--- src/rtl/obstacle_alert_fsm.sv ---
// rtl/obstacle_alert_fsm.sv - N-channel debounced priority obstacle alert controller
// Optional build macro: ALERT_PULSE_EN (blink the warning output while in HOLD)
module obstacle_alert_fsm #(
   parameter int N_SENSORS    = 3,
   parameter int DEBOUNCE_CYC = 4,
   parameter int HOLD_CYC     = 16,
   parameter int PULSE_DIV    = 8,
   localparam int IDXW        = (N_SENSORS > 1) ? $clog2(N_SENSORS) : 1
) (
   input  logic                 clk,
   input  logic                 rst_n,
   input  logic                 ena,
   input  logic [N_SENSORS-1:0] sensor_i,
   output logic [N_SENSORS-1:0] warn_o,
   output logic [IDXW-1:0]      active_idx_o,
   output logic                 busy_o
);

   localparam int CNTW  = (DEBOUNCE_CYC > 1) ? $clog2(DEBOUNCE_CYC) : 1;
   localparam int HOLDW = (HOLD_CYC > 1) ? $clog2(HOLD_CYC) : 1;

   // Reject parameter sets outside the supported range at elaboration
   if (N_SENSORS < 1 || N_SENSORS > 8 || DEBOUNCE_CYC < 1 || HOLD_CYC < 1 || PULSE_DIV < 1) begin : g_param_check
      $error("obstacle_alert_fsm: illegal parameter value");
   end

   typedef enum logic [1:0] {
      S_IDLE  = 2'd0,
      S_ALERT = 2'd1,
      S_HOLD  = 2'd2
   } state_t;

   logic [N_SENSORS-1:0] sync1;
   logic [N_SENSORS-1:0] sync2;
   logic [N_SENSORS-1:0] filtered;
   logic [CNTW-1:0]      deb_cnt [N_SENSORS];

   logic                 any;
   logic [IDXW-1:0]      pri_idx;

   state_t               state, state_d;
   logic [IDXW-1:0]      idx, idx_d;
   logic [HOLDW-1:0]     hold_cnt, hold_d;
   logic [N_SENSORS-1:0] warn_q, warn_d;
   logic                 busy_q;

   // Synchronise raw flags and debounce each channel independently
   always_ff @(posedge clk) begin
      if (!rst_n) begin
         sync1    <= '0;
         sync2    <= '0;
         filtered <= '0;
         for (int i = 0; i < N_SENSORS; i++) deb_cnt[i] <= '0;
      end else if (ena) begin
         sync1 <= sensor_i;
         sync2 <= sync1;
         for (int i = 0; i < N_SENSORS; i++) begin
            if (sync2[i] == filtered[i]) begin
               deb_cnt[i] <= '0;
            end else if (deb_cnt[i] == CNTW'(DEBOUNCE_CYC - 1)) begin
               filtered[i] <= sync2[i];
               deb_cnt[i]  <= '0;
            end else begin
               deb_cnt[i] <= deb_cnt[i] + 1'b1;
            end
         end
      end
   end

   // Lowest active index wins; scan downward so the last hit is the lowest
   always_comb begin
      any     = |filtered;
      pri_idx = '0;
      for (int i = N_SENSORS - 1; i >= 0; i--) begin
         if (filtered[i]) pri_idx = IDXW'(i);
      end
   end

   // Next-state logic: entry, pre-emption, hold countdown and re-arm
   always_comb begin
      state_d = state;
      idx_d   = idx;
      hold_d  = hold_cnt;
      case (state)
         S_IDLE: begin
            if (any) begin
               state_d = S_ALERT;
               idx_d   = pri_idx;
            end
         end
         S_ALERT: begin
            if (!filtered[idx]) begin
               if (any) begin
                  idx_d = pri_idx;
               end else begin
                  state_d = S_HOLD;
                  hold_d  = HOLDW'(HOLD_CYC - 1);
               end
            end else if (pri_idx < idx) begin
               idx_d = pri_idx;
            end
         end
         S_HOLD: begin
            if (any) begin
               state_d = S_ALERT;
               idx_d   = pri_idx;
            end else if (hold_cnt == '0) begin
               state_d = S_IDLE;
               idx_d   = '0;
            end else begin
               hold_d = hold_cnt - 1'b1;
            end
         end
         default: begin
            state_d = S_IDLE;
            idx_d   = '0;
         end
      endcase
   end

`ifdef ALERT_PULSE_EN
   localparam int PW = (PULSE_DIV > 1) ? $clog2(PULSE_DIV) : 1;

   logic [PW-1:0] pulse_cnt, pulse_cnt_d;
   logic          pulse_on, pulse_on_d;

   // Blink phase: restart "on" at HOLD entry, toggle every PULSE_DIV held cycles
   always_comb begin
      pulse_cnt_d = pulse_cnt;
      pulse_on_d  = pulse_on;
      if (state_d == S_HOLD && state != S_HOLD) begin
         pulse_cnt_d = '0;
         pulse_on_d  = 1'b1;
      end else if (state_d == S_HOLD) begin
         if (pulse_cnt == PW'(PULSE_DIV - 1)) begin
            pulse_cnt_d = '0;
            pulse_on_d  = ~pulse_on;
         end else begin
            pulse_cnt_d = pulse_cnt + 1'b1;
         end
      end
   end

   // Blink phase register
   always_ff @(posedge clk) begin
      if (!rst_n) begin
         pulse_cnt <= '0;
         pulse_on  <= 1'b0;
      end else if (ena) begin
         pulse_cnt <= pulse_cnt_d;
         pulse_on  <= pulse_on_d;
      end
   end

   // Warning drive: steady in ALERT, blinking in HOLD
   always_comb begin
      warn_d = '0;
      if (state_d == S_ALERT || (state_d == S_HOLD && pulse_on_d))
         warn_d = N_SENSORS'(1) << idx_d;
   end
`else
   // Warning drive: steady one-hot through ALERT and HOLD
   always_comb begin
      warn_d = '0;
      if (state_d != S_IDLE)
         warn_d = N_SENSORS'(1) << idx_d;
   end
`endif

   // State and registered outputs; ena low freezes everything except reset
   always_ff @(posedge clk) begin
      if (!rst_n) begin
         state    <= S_IDLE;
         idx      <= '0;
         hold_cnt <= '0;
         warn_q   <= '0;
         busy_q   <= 1'b0;
      end else if (ena) begin
         state    <= state_d;
         idx      <= idx_d;
         hold_cnt <= hold_d;
         warn_q   <= warn_d;
         busy_q   <= (state_d != S_IDLE);
      end
   end

   assign warn_o       = warn_q;
   assign active_idx_o = idx;
   assign busy_o       = busy_q;

endmodule
--- config.mk ---
export PLATFORM = sky130hd
export DESIGN_NAME = obstacle_alert_fsm
export DESIGN_NICKNAME = d
export VERILOG_FILES = /design/src/rtl/obstacle_alert_fsm.sv
export SDC_FILE = /design/constraint.sdc
export NUM_CORES = 1
export LEC_CHECK = 0
export BUFFER_PORTS_ARGS = -buffer_cell sky130_fd_sc_hd__buf_2
export CORE_MARGIN = 2
export CORE_UTILIZATION = 55
export DETAILED_ROUTE_END_ITERATION = 6
export PLACE_DENSITY = 0.74
export SYNTH_ARGS = -nofsm -noshare
export SYNTH_HDL_FRONTEND = slang
export SYNTH_SLANG_ARGS = --single-unit
export TNS_END_PERCENT = 30
--- constraint.sdc ---
create_clock -name clk -period 3.07 [get_ports clk]
set_clock_uncertainty 0.2 [all_clocks]
set_input_delay 0.614 -clock clk [delete_from_list [all_inputs] [get_ports clk]]
set_output_delay 0.614 -clock clk [all_outputs]
set_load 0.02 [all_outputs]
Yosys cells after proc, flatten, opt, wreduce, memory -nomap -nowiden
Memories as Yosys holds them, arrays and structs flattened. Cells that the tools add are included.

Register bits after elaboration: 21. Bits in latches: 0. Memory bits (writable): 6. ROM bits: 0. Input port bits: 6. Logic and storage cells: 126. Memories kept: 1.

$add $sub $neg: 4. Multiply operators: 0. Div/mod/pow operators: 0. Order comparisons: 2. Eq/ne operators: 12. Shift-type cells: 1. Muxes and demuxes: 75. Bitwise logic cells: 12. Reduce and logical (&&, ||, !) cells: 9.

Memories: deb_cnt (depth 3, width 2, read ports 3, clocked after memory_dff 0, write ports 3, RTL line 36) `logic [CNTW-1:0] deb_cnt [N_SENSORS];`.

Operator list (count): 1-bit 2-to-1 mux (44); 2-bit 2-to-1 mux (22); 4-bit 2-to-1 mux (4); 2-bit one-hot mux with 3 select lines (2); 1-bit bitwise OR (9); 3-bit AND reduction (3); 2-bit equality test, second input constant (4); 2-bit inequality test, second input constant (4); 4-bit one-hot mux with 2 select lines (1); 2-bit by 1-bit adder with 2-bit output, second input constant (3); 6-bit AND reduction (1); 4-bit zero test (1); 2-bit nonzero test (2); 4-bit by 1-bit subtractor with 4-bit output, second input constant (1); 1-bit equality test (3); 2-bit by 3-bit less-than comparator with 1-bit output, second input constant (1); 3-bit 2-to-1 mux (1); 1-bit inverter (3); 3-bit OR reduction (1); 1-bit by 2-bit left shift with 3-bit output, first input constant (1); 1-bit binary-select mux with 2-bit select (1); 2-bit by 1-bit equality test with 1-bit output, second input constant (1); 2-bit zero test (1); 2-bit less-than comparator (1).

Depth between registers and ports, before layout
Depth after elaboration: 9. Gate-level depth with buffers: 8. Gate-level depth less buffers: 7.

Worst setup path after synthesis
Ideal clock, no wire load.

Path kind: register to register. From: reg idx[1] (netlist: active_idx_o[1]). To: reg warn_q[2] (netlist: warn_o[2]). Library setup time: 0.061 ns. Arrival time: 1.801 ns. Data required time: 2.809 ns. Slack: 1.008 ns. Cell stages (with the launch flop): 8. Clock period less this slack: 2.062 ns. Path through: dfxtp_1 clkbuf_1 inv_1 ha_1 nor2_1 o22a_1 a311oi_2 a32o_1.

Cells in the longest elaborated chain, start to end: 6. Elaborated cells between the ends (all ways): 14. Those cells by class: order compare: 1; shift: 1; mux: 11; reduce/logical: 1.

Ends and longest elaborated chain: from (decl) (RTL line 42) `logic [IDXW-1:0] idx, idx_d;`; from (signal assigned) (RTL line 180) `idx <= idx_d;`; 2-bit less-than comparator or 1-bit binary-select mux with 2-bit select (tied branches) (RTL line 99, 92); 2-bit 2-to-1 mux or 1-bit 2-to-1 mux (tied branches) (RTL line 99, 92); 2-bit 2-to-1 mux (RTL line 92) `if (!filtered[idx]) begin`; 2-bit one-hot mux with 3 select lines (RTL line 84) `case (state)`; 1-bit by 2-bit left shift with 3-bit output or 2-bit nonzero test (tied branches) (RTL line 166, 165); 3-bit 2-to-1 mux (*) (RTL line 165) `if (state_d != S_IDLE)`; to (signal assigned) (RTL line 182) `warn_q <= warn_d;`; to (decl) (RTL line 44) `logic [N_SENSORS-1:0] warn_q, warn_d;`.

Mark *: on every way between the ends. The rest lies on a longest branch, timed or not. The select of a mux whose other input is x is not followed. A chain may end at the register's enable or synchronous reset.

Worst setup path after layout
From: reg filtered[2]. To: reg warn_q[2] (netlist: warn_o[2]).

Cells in the longest elaborated chain, start to end: 9. Elaborated cells between the ends (all ways): 20. Those cells by class: order compare: 1; shift: 1; mux: 16; reduce/logical: 2.

Ends and longest elaborated chain: from (decl) (RTL line 35) `logic [N_SENSORS-1:0] filtered;`; from (signal, indexed assignment) (RTL line 61) `filtered[i] <= sync2[i];`; 2-bit 2-to-1 mux (3 in a row) (RTL line 75) `if (filtered[i]) pri_idx = IDXW'(i);`; 2-bit less-than comparator (RTL line 99) `end else if (pri_idx < idx) begin`; 2-bit 2-to-1 mux (RTL line 99); 2-bit 2-to-1 mux (RTL line 92); 2-bit one-hot mux with 3 select lines (RTL line 84); 1-bit by 2-bit left shift with 3-bit output (RTL line 166) `warn_d = N_SENSORS'(1) << idx_d;`; 3-bit 2-to-1 mux (*) (RTL line 165).

Marked as above.

==> metrics.md <==
| Metric | Value |
|---|---|
| First-pass GRT wire length | `4250 µm` |
| Transition time of the tightest slew-check pin | `0.548 ns` |
| Yosys reg bits | `27` |
| Critical path type | `reg2reg` |
| Pwr per Cell Area | `394 nW/µm²` |
| Slew HR | `63.0%` |
| Via count | `1088` |
| Clock root cell | `clkbuf_4` |
| Number of distinct library cells after synthesis | `45` |
| Via density | `5.82` |
| Clock tree buffer depth | `2` |
| WL per Instance | `14.0 µm` |
| Synth Instances | `149` |
| Worst setup SP type | `register` |
| Syn_area_per_cell | `9.32 µm²` |
| Fraction of layout cells with a size suffix above 1 | `14.0%` |
| Multi-input gate area | `702 µm²` |
| Synth Cell Area | `1390 µm²` |
| Commonest non-fill, non-tap cell in the layout | `dfxtp_1` |
| Most frequent cells in the layout | `21 x dfxtp_1, 15 x nor2_1, 12 x nand2_1, 11 x buf_2, 10 x a21oi_1` |
| Die area | `2940 µm²` |
| Antenna violations before repair | `0` |
| Tcrit/Tclk final | `74.8%` |
| Final Wtd Congestion | `0.803` |
| Residual DRC | `0` |
| Worst setup EP type | `register` |
| FF+latch area | `601 µm²` |
| Pleak | `0.586 nW` |
| Top_reg_cell synth | `dfxtp_1` |
| Largest net degree at the start of global routing | `20` |
| I/O pins | `12` |
| Synth Warn # | `0` |
| Chip height | `54.3 µm` |
| H-tree levels | `1` |
| Async set-reset flop share out of synthesis | `0%` |
| CTS Hold Bufs | `0` |
| Syn nets | `161` |
| Max-Cap Viols | `0` |
| Antenna viol nets, final | `0` |
| Initial DRC Count | `28` |
| TritonCTS buffer count | `3` |
| Sequential area share after synthesis | `43.2%` |
| Setup violations, final | `0` |
| Total Negative Setup Slacks | `0 ns` |
| Vias in the first global route | `958` |
| Die W | `54.3 µm` |
| Worst endpoint required time | `3.13 ns` |
| DP Worst Slack | `0.695 ns` |
| Clock-pin slew of the registers on the worst-case setup and hold paths | `0.14 ns` |
| Tmin final | `2.30 ns` |
| Initial core utilization | `57.1%` |
| Post-CTS setup buffer count | `0` |
| CTS tree | `built` |
| R2r setup slk | `0.77 ns` |
| CTS sink cnt | `27` |
| Rows | `18` |
| Status | `complete, no violations` |
| Core area | `2430 µm²` |
| Clk_lat worst skew | `0.31 ns` |
| Diodes inserted | `0` |
| 1st-pass router iterations | `4` |
| Total track usage | `19.8%` |
| RSZ-0062 raised after global routing | `no` |
| Hold WC Path Type | `reg2reg` |
| Layout area overhead | `6.13%` |
| FMAX | `435 MHz` |
| Final setup margin | `0.773 ns` |
| Post-DP HPWL | `1890 µm` |
| I/O Buffers | `11` |
| Final Hold Viols | `0` |
| EDFF count, synth | `6` |
| Worst vdd ir | `292 µV` |
| Post-layout nets | `170` |
| PnR Total Power | `0.581 mW` |
| Fill cells | `215` |
| Crit Path Max Fanout | `9` |
| Final wirelength | `2630 µm` |
| Pins Over Slew Limit | `0` |
| Resize count post-CTS | `0` |
| Crit path arrival time | `2.36 ns` |
| GRT overflow | `0` |
worst paths after layout:
path / startpoint / to / cells past startpoint
worst max-delay path: filtered[2]$_SDFFE_PN0P_ / warn_o[2]$_SDFFE_PN0P_ / 6
worst min-delay path: busy_o$_SDFFE_PN0P_ / busy_o$_SDFFE_PN0P_ / 2
worst max register to register: filtered[2]$_SDFFE_PN0P_ / warn_o[2]$_SDFFE_PN0P_ / 6
worst min register to register: busy_o$_SDFFE_PN0P_ / busy_o$_SDFFE_PN0P_ / 2
routing by layer:
layer  part of all wire, %  global-route usage, %
met1                    45                   25.5
met2                    52                   35.1
met3                   2.3                   3.28
met4                  0.50                   3.75
met5                     0                      0
Yosys cell counts (2+ instances only):
cell	count	area, µm²
a21oi_1	10	50.1
clkbuf_1	5	18.8
inv_1	9	33.8
xnor2_1	3	26.3
edfxtp_1	6	180
nor4b_1	3	26.3
nor3b_1	2	15.0
nand2_1	12	45.0
nand3_1	3	15.0
ha_1	6	75.1
mux2i_1	7	70.1
nand2b_1	3	18.8
buf_6	2	22.5
nor2b_1	3	18.8
buf_1	2	7.51
a32o_1	2	20.0
nor3_1	3	15.0
nor2_1	15	56.3
dfxtp_1	21	420
a211oi_1	3	22.5
nor4_1	5	31.3
worst max-delay path: stages (launching register included):
cell and delay, ns:
dfxtp_1 0.56, nor3b_1 0.35, ha_1 0.23, nor2_1 0.05, o22a_1 0.19, a311oi_2 0.45, a32o_1 0.23
through the flow:
step	area, µm²	util [%]	cells	hold slack, ns
after floorplan	1390	-	149	0.260
after global placement	1450	59.5	183	0.260
after detailed placement	1450	59.5	183	0.273
after CTS	1470	60.6	187	0.291
after global routing	1470	60.6	187	0.301
final	1470	60.6	187	0.289
state kept, by name, summed over array words and instances, names as in the netlist:
signal / cells
active_idx_o: 2
busy_o: 1
deb_cnt: 6
filtered: 3
hold_cnt: 4
state: 2
sync1: 3
sync2: 3
warn_o: 3
cells by family after synthesis:
kind of cell    synth area share [%]
simple gates                    21.9
buf+inv                         6.22
compound gates                  16.3
mux                             5.05
fa+ha+maj                       5.41
xor+xnor                        1.89
flops                           43.2
where the power goes:
part	total [mW]	internal [mW]	switching, mW	leakage, nW
clock network	0.148	0.0506	0.0974	0.0150
logic	0.0528	0.0218	0.0310	0.334
registers	0.380	0.372	0.00840	0.237
total	0.581	0.445	0.137	0.586
cell type report:
class	instances	share of cell area (%)
Inverter	10	2.55
Clock buffer	4	1.78
Tap cell	30	2.55
Multi-Input combinational cell	103	47.6
Timing Repair Buffer	13	4.75
Sequential cell	27	40.7
Note: power is estimated with default switching activity, not from simulation.
